### config.mk
export PLATFORM = sky130hd
export DESIGN_NAME = video_timing_recover
export DESIGN_NICKNAME = d
export VERILOG_FILES = /design/src/rtl/video_timing_recover.sv
export SDC_FILE = /design/constraint.sdc
export NUM_CORES = 1
export LEC_CHECK = 0
export BUFFER_PORTS_ARGS = -buffer_cell sky130_fd_sc_hd__buf_2
export CAP_MARGIN = 20
export CORE_MARGIN = 4
export CORE_UTILIZATION = 29
export CTS_CLUSTER_DIAMETER = 30
export DETAILED_ROUTE_END_ITERATION = 8
export RECOVER_POWER = 25
export SYNTH_ARGS = -nofsm -noshare
export SYNTH_HDL_FRONTEND = slang
export SYNTH_SLANG_ARGS = --single-unit
export TNS_END_PERCENT = 1
### constraint.sdc
create_clock -name clk -period 3.35 [get_ports clk]
set_input_delay 0.67 -clock clk [delete_from_list [all_inputs] [get_ports clk]]
set_output_delay 0.67 -clock clk [all_outputs]
set_load 0.005 [all_outputs]
### src/rtl/video_timing_recover.sv
// Rebuilds pixel coordinates from a de/hsync/vsync stream and
// tracks lock against nominal line and frame timing.
module video_timing_recover #(
  parameter int H_ACTIVE_PIXEL = 640,
  parameter int H_TOTAL        = 800,
  parameter int V_ACTIVE_LINE  = 480,
  parameter int V_TOTAL        = 525,
  parameter int LOCK_FRAMES    = 2,
  localparam int HW = $clog2(H_TOTAL),
  localparam int VW = $clog2(V_TOTAL),
  localparam int GW = $clog2(LOCK_FRAMES + 1)
) (
  input  logic          clk,
  input  logic          rst,
  input  logic          in_de,
  input  logic          in_hsync,
  input  logic          in_vsync,
  output logic [HW-1:0] out_hcnt,
  output logic [VW-1:0] out_vcnt,
  output logic          out_de,
  output logic          out_line_start,
  output logic          out_frame_start,
  output logic          out_locked,
  output logic          out_err
);

  typedef enum logic [1:0] {
    SEARCH,
    CHECK,
    LOCKED
  } state_t;

  state_t state_q, state_d;

  logic de1, hs1, vs1;
  logic de2, hs2, vs2;
  logic de_rise, de_fall, hs_rise, vs_rise;
  logic first_line;

  logic          armed_q, armed_d;
  logic [HW:0]   lcnt_q, lcnt_d;
  logic [VW:0]   nde_q, nde_d;
  logic [VW:0]   nhs_q, nhs_d;
  logic [GW-1:0] gcnt_q, gcnt_d;
  logic [HW-1:0] hcnt_d;
  logic [VW-1:0] vcnt_d;
  logic          line_err, frame_err, err;

  always_ff @(posedge clk or posedge rst) begin
    if (rst) begin
      {de1, hs1, vs1} <= 3'b000;
      {de2, hs2, vs2} <= 3'b000;
    end else begin
      {de1, hs1, vs1} <= {in_de, in_hsync, in_vsync};
      {de2, hs2, vs2} <= {de1, hs1, vs1};
    end
  end

  assign de_rise = de1 & ~de2;
  assign de_fall = ~de1 & de2;
  assign hs_rise = hs1 & ~hs2;
  assign vs_rise = vs1 & ~vs2;
  // vsync is handled before a coincident de rise
  assign first_line = armed_q | vs_rise;

  always_comb begin
    hcnt_d = out_hcnt;
    if (de_rise) begin
      hcnt_d = '0;
    end else if (de1 && out_hcnt != HW'(H_TOTAL - 1)) begin
      hcnt_d = out_hcnt + 1'b1;
    end

    vcnt_d  = out_vcnt;
    armed_d = armed_q | vs_rise;
    if (de_rise) begin
      if (first_line) begin
        vcnt_d  = '0;
        armed_d = 1'b0;
      end else if (out_vcnt != VW'(V_TOTAL - 1)) begin
        vcnt_d = out_vcnt + 1'b1;
      end
    end

    lcnt_d = lcnt_q;
    if (de_rise) begin
      lcnt_d = (HW+1)'(1);
    end else if (lcnt_q != '1) begin
      lcnt_d = lcnt_q + 1'b1;
    end

    nde_d = nde_q;
    if (vs_rise) begin
      nde_d = (VW+1)'(de_rise);
    end else if (de_rise && nde_q != '1) begin
      nde_d = nde_q + 1'b1;
    end

    nhs_d = nhs_q;
    if (vs_rise) begin
      nhs_d = (VW+1)'(hs_rise);
    end else if (hs_rise && nhs_q != '1) begin
      nhs_d = nhs_q + 1'b1;
    end
  end

  always_comb begin
    line_err =
      (de_fall && out_hcnt != HW'(H_ACTIVE_PIXEL - 1)) ||
      (de_rise && !first_line &&
       lcnt_q != (HW+1)'(H_TOTAL)) ||
      (de1 && vs1);
    frame_err = vs_rise &&
      (nde_q != (VW+1)'(V_ACTIVE_LINE) ||
       nhs_q != (VW+1)'(V_TOTAL));
    err = (state_q != SEARCH) && (line_err || frame_err);
  end

  always_comb begin
    state_d = state_q;
    gcnt_d  = gcnt_q;
    unique case (state_q)
      SEARCH: begin
        if (vs_rise) begin
          state_d = CHECK;
          gcnt_d  = '0;
        end
      end
      CHECK: begin
        if (err) begin
          state_d = SEARCH;
          gcnt_d  = '0;
        end else if (vs_rise) begin
          gcnt_d = gcnt_q + 1'b1;
          if (gcnt_q == GW'(LOCK_FRAMES - 1)) begin
            state_d = LOCKED;
          end
        end
      end
      LOCKED: begin
        if (err) begin
          state_d = SEARCH;
          gcnt_d  = '0;
        end
      end
      default: begin
        state_d = SEARCH;
        gcnt_d  = '0;
      end
    endcase
  end

  always_ff @(posedge clk or posedge rst) begin
    if (rst) begin
      state_q <= SEARCH;
      gcnt_q  <= '0;
      armed_q <= 1'b0;
      lcnt_q  <= '0;
      nde_q   <= '0;
      nhs_q   <= '0;
    end else begin
      state_q <= state_d;
      gcnt_q  <= gcnt_d;
      armed_q <= armed_d;
      lcnt_q  <= lcnt_d;
      nde_q   <= nde_d;
      nhs_q   <= nhs_d;
    end
  end

  always_ff @(posedge clk or posedge rst) begin
    if (rst) begin
      out_hcnt        <= '0;
      out_vcnt        <= '0;
      out_de          <= 1'b0;
      out_line_start  <= 1'b0;
      out_frame_start <= 1'b0;
      out_locked      <= 1'b0;
      out_err         <= 1'b0;
    end else begin
      out_hcnt        <= hcnt_d;
      out_vcnt        <= vcnt_d;
      out_de          <= de1;
      out_line_start  <= de_rise && state_d == LOCKED;
      out_frame_start <= de_rise && first_line &&
                         state_d == LOCKED;
      out_locked      <= state_d == LOCKED;
      out_err         <= err;
    end
  end

endmodule

-- Word level (Yosys, flattened, before mapping)
Index checks and enable logic that the tools add are counted.
- $add $sub $neg: 6
- $mul: 0
- divide/modulo/power cells: 0
- order comparisons: 0
- equal/unequal tests: 16
- shift-type cells: 0
- mux-type cells: 22
- bitwise operators: 9
- reduce and logical (&&, ||, !) cells: 26
- operator list (kind ; number):
    $mux W11 ; 6
    $mux W10 ; 4
    $add A11 B1 Y11 const B ; 3
    $ne A11 B11 Y1 const B ; 3
    $ne A10 B10 Y1 const B ; 3
    $ne A11 B10 Y1 const B ; 2
    $add A10 B1 Y10 const B ; 2
    $mux W2 ; 9
    $logic_and A1 B1 Y1 ; 12
    $pmux W2 S3 ; 2
    $reduce_bool A2 Y1 ; 6
    $ne A11 B9 Y1 const B ; 1
    $and A1 B1 Y1 ; 4
    $eq A2 B1 Y1 const B ; 2
    $eq A2 B2 Y1 const B ; 2
    $logic_or A1 B1 Y1 ; 4
    $ne A2 B2 Y1 const B ; 2
    $not A1 Y1 ; 4
    $ne A3 B3 Y1 const B ; 1
    $reduce_and A3 Y1 ; 1
    $add A2 B1 Y2 const B ; 1
    $logic_not A2 Y1 ; 1
    $reduce_and A2 Y1 ; 1
    $logic_not A1 Y1 ; 1
    2 further kinds ; 2
- flip-flop bits (word level): 68
- latch bits: 0
- RAM bits: 0
- bits in read-only memories: 0
- output and inout port bits: 25
- memories kept: 0

-- Depth between registers and ports, before layout
- depth in word-level cells: 14
- gate-level depth with buffers: 7

-- Least setup slack after synthesis
Ideal clock, no wire load.
- kind: flip-flop to flip-flop
- start: reg out_vcnt[0]
- end: reg out_vcnt[3]
- data arrival time: 1.703 ns
- data required time: 3.273 ns
- slack: 1.569 ns
- cell stages (with the launch flop): 8
- buffers on the path: 0
- path through: dfrtp_1 > inv_1 > ha_1 > and4b_1 > a41o_4 > and2_4 > or3_1 > a21oi_1
- cells in the longest elaborated chain, start to end: 3
- elaborated cells between the ends (all ways): 6
- those cells by class: add/sub: 1; eq/ne: 1; mux: 2; reduce/logical: 2
- RTL lines (what ; RTL line ; text):
    start: declaration ; 19 ; output logic [VW-1:0] out_vcnt,
    start signal: assignment ; 182 ; out_vcnt <= vcnt_d;
    $add A10 B1 Y10 or $ne A10 B10 Y1 (tied branches) ; 81, 80 ;
    $mux W10 or $reduce_bool A2 Y1 (tied branches) ; n/a ;
    $mux W10 or $reduce_and A2 Y1 (tied branches) ; n/a ;
Several ways; a longest one is shown, not always the timed one. The select of a mux whose other input is x is not followed.
A chain may end at the register's enable or synchronous reset.

-- Worst setup path in the final report
- start: reg vs2
- end: reg out_line_start
- cells in the longest elaborated chain, start to end: 14
- elaborated cells between the ends (all ways): 18
- those cells by class: eq/ne: 1; mux: 5; bitwise: 3; reduce/logical: 9
- RTL lines (what ; RTL line ; text):
    start: declaration ; 36 ; logic de2, hs2, vs2;
    start signal: assignment ; 55 ; {de2, hs2, vs2} <= {de1, hs1, vs1};
    $not A1 Y1 * ; 62 ; assign vs_rise = vs1 & ~vs2;
    $and A1 B1 Y1 * ; 62 ;
    $or A1 B1 Y1 ; 64 ; assign first_line = armed_q | vs_rise;
    $logic_not A1 Y1 ; 110 ; (de_rise && !first_line &&
    $logic_and A1 B1 Y1 (2 in series) ; 110 ;
    $logic_or A1 B1 Y1 ; 109 ; (de_fall && out_hcnt != HW'(H_ACTIVE_PIXEL - 1)) ||
    $logic_or A1 B1 Y1 ; 111 ; lcnt_q != (HW+1)'(H_TOTAL)) ||
    $logic_or A1 B1 Y1 ; 116 ; err = (state_q != SEARCH) && (line_err || frame_err);
    $logic_and A1 B1 Y1 ; 116 ;
    $mux W2 (on tied branches) ; 141, 130 ;
    $pmux W2 S3 * ; 122 ; unique case (state_q)
    $eq A2 B2 Y1 * ; 184 ; out_line_start <= de_rise && state_d == LOCKED;
    $logic_and A1 B1 Y1 * ; 184 ;
    end signal: assignment ; 176 ; out_line_start <= 1'b0;
    end signal: assignment ; 184 ;
    end: declaration ; 21 ; output logic out_line_start,
Every way passes the cells marked *; elsewhere a longest branch is shown, timed or not.

==> results.md <==
* Outcome: completed
* Syn Inst Count at 350
* PortBufs at 29
* Fin. Hold Viols at 0
* Routed WL per cell at 13.3 um
* Power Density at 529 nW/um2
* Row cnt at 39
* Post-CTS Setup Bufs at 0
* Vias in the first global route at 2,688
* Hold Path Origin: vs1
* Hold-fix buffers, CTS at 0
* CTS tree: built
* Synthesized cell area at 3420 um2
* R2r endpoint: out_line_start
* Post-synth ARST share at 100%
* Max-cap violation count at 0
* Netlist cell types at 49
* # setup viols final at 0
* I/O Pins at 30
* CP Data Arrival Time at 2200 ps
* Placed Area at 3750 um2
* Post-CTS Resized at 0
* Period utilization at 58.1%
* Final worst setup slack at 1400 ps
* Top_reg_cell synth: dfrtp_1
* Congestion Overflow GR at 0
* Leak at 1.84 nW
* Hold crit path type: register to register
* Mapped Nets at 365
* Core area at 11,500 um2
* Seq cells post-synth at 68
* Placement Setup Slack at 1430 ps
* Hold path depth at 0
* Reg2Reg Setup Slack at 1400 ps
* Synth top area share at 49.7%
* VDD IR max at 0.000330 V
* Tot GR Track Use at 11.5%
* Final core occ at 35.5%
* Die height at 117 um
* Clock Pin Slew Worst Setup and Hold Paths at 50 ps
* Cts bufs inserted at 9
* First drt pass iteration count at 4
* Post-synth EDFFs at 0
* Register area share after synthesis at 49.7%
* DP Wirelength at 4970 um
* Fill cells at 1,132
* RSZ-0062 raised after global routing: no
* Worst reg2reg startpoint: vs2
* Worst setup SP type: register
* Largest net degree at the start of global routing at 36
* Max Buffers Root-to-Sink at 2
* Clock Tree Root: clkbuf_16
* Via Count at 2,674
* First-pass GRT wire length at 12,500 um
* Sequential Area at 1700 um2
* Initial antenna violation count at 0
* Nets at 403
* Final WL at 7140 um
* Avg Inst Size Synth at 9.78 um2
* Crit path capture type: register
* Area grow syn2layout at 18.9%
* R2R depth at 5
* Drt via density at 4.99
* Slew margin rel. at 11.3%
* Inst Count DP at 520
* Chip Width at 117 um
* GPL Wtd Cong at 0.802
* ANT cells at 0
* Share of cells above drive strength 1 at 14.0%
* Crit Path Class: register to register
* Final min period at 1950 ps
* Initial DRC count at 158
* Final non-filler cell total at 536
* Die ar. at 13,600 um2
* Worst Path Required at 3600 ps
* WHS Endpoint: vs2
* Starting Density at 29.9%
* DR DRC count at 0
* FMAX at 513 MHz
* Max Transition Viols Final at 0
* Worst Path Max Fanout at 15
* Post-route cell area at 4070 um2
* Multi-input gate area at 1630 um2
* Worst-Margin Slew at 1330 ps
* Worst skew pair latency at 330 ps
* Yosys top cell by area: dfrtp_1
* Top area cells in the synthesized netlist: dfrtp_1 (50%), nor2_1 (5.8%), xor2_1 (5.1%), ha_1 (3.7%), xnor2_1 (3.3%)
* Final ANT Viol Nets at 0
* Setup TNS at 0 ps
* Final Skew at 5.96 ps
* Syn. warnings at 0
* Clock sinks at 68
* H-tree depth at 3
## worst max-delay path by stage
stage / start / end / slack [ps]
2_1_floorplan: rst / armed_q / 970
3_3_place_gp: de1 / nde_q[5] / 1480
3_5_place_dp: vs2 / out_line_start / 1430
4_1_cts: vs2 / out_line_start / 1410
5_1_grt: nde_q[0] / out_line_start / 1190
6_report: vs2 / out_line_start / 1400
## placed cells by master (no fill, tap or decap), types with 2 or more instances in the layout
cell / count
a211oi_1: 6
nand3_1: 22
bufinv_16: 2
nand2_1: 21
o21ai_0: 11
buf_2: 29
a311oi_1: 3
clkinv_2: 3
and2_1: 5
nor3_1: 7
nand2b_1: 3
clkbuf_16: 9
nor2b_1: 2
a31oi_1: 4
or3_1: 6
nand4_1: 17
dfrtp_1: 68
o21a_1: 2
nor4_1: 2
inv_1: 18
o2bb2ai_1: 2
nor4bb_1: 3
and4b_1: 2
xnor2_1: 13
nor2_1: 53
and3_1: 9
buf_4: 4
ha_1: 10
xor2_1: 20
o211ai_1: 2
and4_1: 2
a21oi_1: 12
## logic make-up after synthesis
logic type	after synthesis	synth area share, %
AOI/OAI and AO/OA	54	11.3
DFF	68	49.7
xor gates and xnor gates	33	8.44
and+or+nand+nor	161	24.3
buffers and inverters	24	2.67
adders and majority gates	10	3.65
## routing by layer
layer	wire [um]	part of all wire (%)	global-route usage [%]	vias up
met1	3420	48	15.1	1298
li1	-	-	-	1318
met3	308	4.3	3.58	10
met2	3300	46	18.2	48
met4	109	1.5	3.90	0
met5	0	0	0	-
## cells in the mapped netlist, types with 3 or more instances
cell      number
ha_1          10
nand3_1       22
a31oi_1        4
xor2_1        20
inv_1         18
nand4_1       17
dfrtp_1       68
xnor2_1       13
or3_1          6
nor2_1        53
nor3_1         7
and3_1         9
nor4bb_1       3
o21ai_0       11
nand2_1       21
nand2b_1       3
a311oi_1       3
a21oi_1       12
and2_1         5
clkbuf_1       4
a211oi_1       6
## layout make-up
cell class              instances  share of cell area [%]
clock buffers                  11                    5.96
clock inverters                 5                    1.84
inverters                      18                    1.66
multi-input cells             258                    40.0
flip-flops and latches         68                    41.8
well taps                     143                    4.39
repair buffers                 33                    4.30
## power by group
group | internal, mW | total [mW] | switching, mW
Combinational | 0.0895 | 0.208 | 0.118
Sequential | 0.876 | 0.943 | 0.0663
Clock | 0.668 | 1.00 | 0.336
## sequential cells by signal, indices dropped and copies added, names as in the netlist, 2 cells and up
signal,flops
lcnt_q,11
state_q,2
gcnt_q,2
out_hcnt,10
nhs_q,11
nde_q,11
out_vcnt,10
## critical path, stage by stage, from the launching register on
cell and delay, ps:
dfrtp_1 370, nand2b_1 380, or3_1 480, o211ai_2 300, nand3_1 200, nor2_1 140
## per-stage QoR
step	total power [mW]	hold WS [ps]
6_report	2.15	421
2_1_floorplan	1.09	380
3_5_place_dp	1.17	412
4_1_cts	2.19	424
3_3_place_gp	1.16	400
5_1_grt	2.26	440
Note: power is estimated with default switching activity, not from simulation.
